File: src/rtl/ryu_jump_controller.sv
// Frame-rate jump sequencer for the Ryu sprite: turns a jump keypress into a
// rise/fall trajectory and a landing hold, updating only on vertical-sync ticks.
module ryu_jump_controller #(
  parameter logic [9:0] GROUND_Y    = 10'd300,
  parameter logic [5:0] JUMP_V      = 6'd12,
  parameter logic [3:0] LAND_FRAMES = 4'd4
) (
  input  logic       vga_clk,
  input  logic       Reset,
  input  logic       vs,
  input  logic       jump_key,
  output logic [9:0] RyuY,
  output logic       sprite_sel,
  output logic       jump_active,
  output logic       land_pulse
);

  typedef enum logic [1:0] {
    S_IDLE = 2'd0,
    S_RISE = 2'd1,
    S_FALL = 2'd2,
    S_LAND = 2'd3
  } state_t;

  state_t     r_state;
  state_t     w_state_nxt;

  logic       r_vs_q;
  logic       r_key_q;
  logic       r_jump_req;
  logic       r_land_pulse;
  logic [9:0] r_y;
  logic [5:0] r_vy;
  logic [3:0] r_land_cnt;

  logic       w_tick;
  logic       w_key_rise;
  logic       w_req_nxt;
  logic       w_land_entry;
  logic [9:0] w_y_nxt;
  logic [5:0] w_vy_nxt;
  logic [3:0] w_land_cnt_nxt;
  logic [5:0] w_v1;
  logic [9:0] w_y1;

  // One tick per falling edge of vs; vs_q resets low so a release during vs=0 is silent.
  assign w_tick     = r_vs_q & ~vs;
  assign w_key_rise = jump_key & ~r_key_q;

  // Candidate fall step: speed grows by one pixel/frame before it is applied.
  assign w_v1 = r_vy + 6'd1;
  assign w_y1 = r_y + {4'd0, w_v1};

  // NOTE: every signal driven here gets a default first, so no path leaves it
  // unassigned and no latch is inferred.
  always_comb begin
    w_state_nxt    = r_state;
    w_y_nxt        = r_y;
    w_vy_nxt       = r_vy;
    w_land_cnt_nxt = r_land_cnt;
    w_req_nxt      = r_jump_req;
    w_land_entry   = 1'b0;

    // Requests are only latched while idle; presses mid-jump are dropped, not queued.
    if ((r_state == S_IDLE) && w_key_rise) begin
      w_req_nxt = 1'b1;
    end

    if (w_tick) begin
      unique case (r_state)
        S_IDLE: begin
          w_y_nxt = GROUND_Y;
          if (r_jump_req) begin
            w_vy_nxt    = JUMP_V;
            w_req_nxt   = 1'b0;
            w_state_nxt = S_RISE;
          end
        end
        S_RISE: begin
          w_y_nxt = r_y - {4'd0, r_vy};
          if (r_vy <= 6'd1) begin
            w_vy_nxt    = 6'd0;
            w_state_nxt = S_FALL;
          end else begin
            w_vy_nxt = r_vy - 6'd1;
          end
        end
        S_FALL: begin
          if (w_y1 >= GROUND_Y) begin
            w_y_nxt        = GROUND_Y;
            w_vy_nxt       = 6'd0;
            w_land_cnt_nxt = LAND_FRAMES;
            w_land_entry   = 1'b1;
            w_state_nxt    = S_LAND;
          end else begin
            w_y_nxt  = w_y1;
            w_vy_nxt = w_v1;
          end
        end
        S_LAND: begin
          w_y_nxt = GROUND_Y;
          if (r_land_cnt <= 4'd1) begin
            w_land_cnt_nxt = 4'd0;
            w_state_nxt    = S_IDLE;
          end else begin
            w_land_cnt_nxt = r_land_cnt - 4'd1;
          end
        end
        default: begin
          w_y_nxt     = GROUND_Y;
          w_state_nxt = S_IDLE;
        end
      endcase
    end
  end

  // NOTE: sequential state uses non-blocking assignments so every register
  // samples the pre-edge values, independent of statement order.
  always_ff @(posedge vga_clk) begin
    if (Reset) begin
      r_state <= S_IDLE;
    end else begin
      r_state <= w_state_nxt;
    end
  end

  always_ff @(posedge vga_clk) begin
    if (Reset) begin
      r_vs_q       <= 1'b0;
      r_key_q      <= 1'b0;
      r_jump_req   <= 1'b0;
      r_land_pulse <= 1'b0;
      r_y          <= GROUND_Y;
      r_vy         <= 6'd0;
      r_land_cnt   <= 4'd0;
    end else begin
      r_vs_q       <= vs;
      r_key_q      <= jump_key;
      r_jump_req   <= w_req_nxt;
      r_land_pulse <= w_land_entry;
      r_y          <= w_y_nxt;
      r_vy         <= w_vy_nxt;
      r_land_cnt   <= w_land_cnt_nxt;
    end
  end

  assign RyuY        = r_y;
  assign sprite_sel  = (r_state != S_IDLE);
  assign jump_active = (r_state == S_RISE) || (r_state == S_FALL);
  assign land_pulse  = r_land_pulse;

endmodule

File: config.mk
export PLATFORM = sky130hd
export DESIGN_NAME = ryu_jump_controller
export DESIGN_NICKNAME = d
export VERILOG_FILES = /design/src/rtl/ryu_jump_controller.sv
export SDC_FILE = /design/constraint.sdc
export NUM_CORES = 1
export LEC_CHECK = 0
export ABC_AREA = 0
export BUFFER_PORTS_ARGS = -buffer_cell sky130_fd_sc_hd__buf_2
export CORE_AREA = 2 2 67 63
export CTS_CLUSTER_SIZE = 8
export DETAILED_ROUTE_END_ITERATION = 8
export DIE_AREA = 0 0 69 65
export PLACE_DENSITY = 0.78
export SYNTH_ARGS = -nofsm -noshare
export SYNTH_HDL_FRONTEND = slang
export SYNTH_SLANG_ARGS = --single-unit
export TNS_END_PERCENT = 30
File: constraint.sdc
create_clock -name vga_clk -period 6.1 [get_ports vga_clk]
set_clock_uncertainty 0.15 [all_clocks]
set_input_delay 0.305 -clock vga_clk [delete_from_list [all_inputs] [get_ports vga_clk]]
set_output_delay 0.305 -clock vga_clk [all_outputs]
set_load 0.05 [all_outputs]
==> results_dict.tcl <==
set metrics [dict create \
    syn2layout_area_growth_pct 7.79 \
    clkTransAtPathRegs_ns 0.10 \
    crit_slowest_cell "dfxtp_1" \
    gp_congestion 0.893 \
    worst_pin_slew_ns 0.827 \
    antenna_left 0 \
    status "completed" \
    netlist_area_um2 2200 \
    ys_types 55 \
    cts_tree "done" \
    final_hold_viol_count 0 \
    hp-class "primary input to flop" \
    die_h_um 65 \
    rr_startpoint "r_vy[0]$_SDFFE_PP0P_" \
    async_reset_ff_frac 0 \
    cts.path.max_buffers 2 \
    drive_gt1_frac 0.108 \
    synth_most_common_cell "dfxtp_1" \
    syn_nets 304 \
    drtPass1Iterations 4 \
    layout.nets 315 \
    netlist_top_cells_count "dfxtp_1, inv_1, ha_1, a21oi_1" \
    rrSetupSlack_ns 2.17 \
    grt_pass1_wl_um 8890 \
    ys_seq_area_frac 0.236 \
    antenna_cells 0 \
    avgSynthCellArea_um2 7.97 \
    gr-usage-all-layers 0.242 \
    synth_top_area_share 0.236 \
    grt_pass1_vias 1930 \
    slowest_delay_ns 0.50 \
    post_cts_buffers 0 \
    yosys_warnings 0 \
    worstSkewPairLatency_ns 0.28 \
    synth_area_leader_cell "dfxtp_1" \
    hold_buffers 0 \
    fin_crit_sh 0.644 \
    num_io_pins 17 \
    drtIter0Drc 142 \
    rows 22 \
    grt_overflow 0 \
    max_slew_margin 0.447 \
    initial_core_util 0.571 \
    ys.flop_type "dfxtp_1" \
    setup-violations-final 0 \
    dpl_cell_area_um2 2300 \
    synth_edf_count 0 \
    finalNonFillerCells 334 \
    die_w_um 69 \
    cp_cell_sequence "ha_1 > nand3_1 > xnor2_1 > ha_1 > o211a_1 > a221o_2 > o2111a_1 > xnor2_1 > nand2_1 > nor2_2 > a2111oi_0 > a31o_2" \
    worst_setup_path_end_kind "flop" \
    netlist_instances 276 \
    routedWlPerCell_um 15.6 \
    critPathLaunchType "flop" \
    wirelength_um 5220 \
    fin_area_um2 2370 \
    cts_made_buffers 3 \
    critPathCapture "r_land_cnt[2]$_SDFFE_PP0P_" \
    grt_start_max_net_pins 25 \
    ys_ff_latch 26 \
    total_leakage_power_nw 0.956 \
    r2r-end "r_land_cnt[2]$_SDFFE_PP0P_" \
    rsz0062_at_grt "no" \
    core_um2 3850 \
    min_period_ns 3.93 \
    ys_top_cells_by_area "dfxtp_1, ha_1, a21oi_1" \
    crit_arrival_ns 3.96 \
    portBuffers 16 \
    worstPathRequired_ns 6.13 \
    cap_violations 0 \
    cts_resized 0 \
    dieArea_um2 4490 \
    max_freq_mhz 255 \
    antenna_found_initial 0 \
    slew_viol_final 0 \
    cp_max_fo 10 \
    drc_errors 0 \
    power.density_nw_per_um2 164 \
    hpwl_um 3830 \
    startpoint "r_vy[0]$_SDFFE_PP0P_" \
    rr_worst_depth 12 \
    criticalPathCategory "flop to flop" \
    setup_tns_ns 0 \
    cts_sinks 26 \
    ir_drop_v 0.000126 \
    vias 2057 \
    drt-vias-per-instance 6.16 \
    dp_cells 330 \
    cts_max_level 1 \
    root_buffer "clkbuf_8" \
]
-- kinds of logic after synthesis --
| family | share of synthesized area |
|---|---|
| and+or+nand+nor | 0.203 |
| adders and majority gates | 0.143 |
| AOI/OAI and AO/OA | 0.281 |
| buffers and inverters | 0.0574 |
| xor gates and xnor gates | 0.0557 |
| DFF | 0.236 |
| muxes | 0.0233 |
-- metal layers --
layer | up-vias | share of wire | track usage
met5 | - | 0 | 0
met4 | 0 | 0.0098 | 0.0760
met3 | 5 | 0.064 | 0.0218
met2 | 71 | 0.44 | 0.406
met1 | 956 | 0.49 | 0.331
li1 | 1025 | - | -
-- layout by cell type (no fill, tap or decap), types with 3 or more instances in the layout --
cell      Yosys  routed
inv_1        23      23
xnor2_1      10      10
mux2i_1       4       4
buf_2         1      16
or3_1         3       3
a31oi_1       4       4
nand2_1      17      17
nor2b_1       9       9
ha_1         22      22
o21ai_0      18      18
dfxtp_1      26      26
nor2_1       18      18
a221oi_1      3       3
o31ai_1       5       5
xor2_1        4       4
nor3_1       10      10
nand2b_1      4       4
o211ai_1      5       5
a21oi_1      19      19
nand3_1      10      10
and2_1        3       3
a211oi_1      7       7
clkbuf_8      0       3
-- registers in the layout, summed over array words and instances (netlist names) --
signal	count
r_key_q	1
r_state	2
r_vs_q	1
r_land_cnt	4
r_jump_req	1
RyuY	10
r_vy	6
land_pulse	1
-- critical path: cells and delay by family (launching register included) --
kind / cells / cell delay, ns
AOI/OAI and AO/OA: 5 / 1.22
xor gates and xnor gates: 2 / 0.58
adders and majority gates: 2 / 0.61
DFF: 1 / 0.50
and+or+nand+nor: 3 / 0.76
-- stage by stage --
| stage | total power, mW | utilization | worst slack, ns | hold slack [ns] |
|---|---|---|---|---|
| 2_1_floorplan | 0.230 | - | 2.77 | 0.227 |
| 3_3_place_gp | 0.243 | 0.597 | 2.34 | 0.330 |
| 3_5_place_dp | 0.243 | 0.597 | 2.28 | 0.330 |
| 4_1_cts | 0.391 | 0.616 | 2.26 | 0.103 |
| 5_1_grt | 0.404 | 0.616 | 1.92 | 0.108 |
| 6_report | 0.390 | 0.616 | 2.17 | 0.105 |
-- layout make-up --
| cell class | instances | area [um2] |
|---|---|---|
| clock buffer | 3 | 41.3 |
| clock inverter | 1 | 30.0 |
| fill | 335 | 1480 |
| inverter | 23 | 86.3 |
| multi-input combinational | 217 | 1550 |
| sequential | 26 | 520 |
| tap | 48 | 60.1 |
| timing repair buffer | 16 | 80.1 |
-- report_power, final --
| part | switching (mW) | internal, mW |
|---|---|---|
| Combinational | 0.0412 | 0.0219 |
| Sequential | 0.00385 | 0.174 |
| Clock | 0.0617 | 0.0880 |
-- how the worst min path moves through the flow --
stage / slack [ns] / end / from / cells after the start
global placement: 0.33 / r_jump_req$_SDFF_PP0_ / r_jump_req$_SDFF_PP0_ / 2
finish: 0.11 / r_key_q$_SDFF_PP0_ / jump_key / 2
global route: 0.11 / r_key_q$_SDFF_PP0_ / jump_key / 2
detailed placement: 0.33 / r_jump_req$_SDFF_PP0_ / r_jump_req$_SDFF_PP0_ / 2
CTS: 0.10 / r_key_q$_SDFF_PP0_ / jump_key / 2
floorplan: 0.23 / r_key_q$_SDFF_PP0_ / Reset / 1
(Power assumes the default switching activity.)
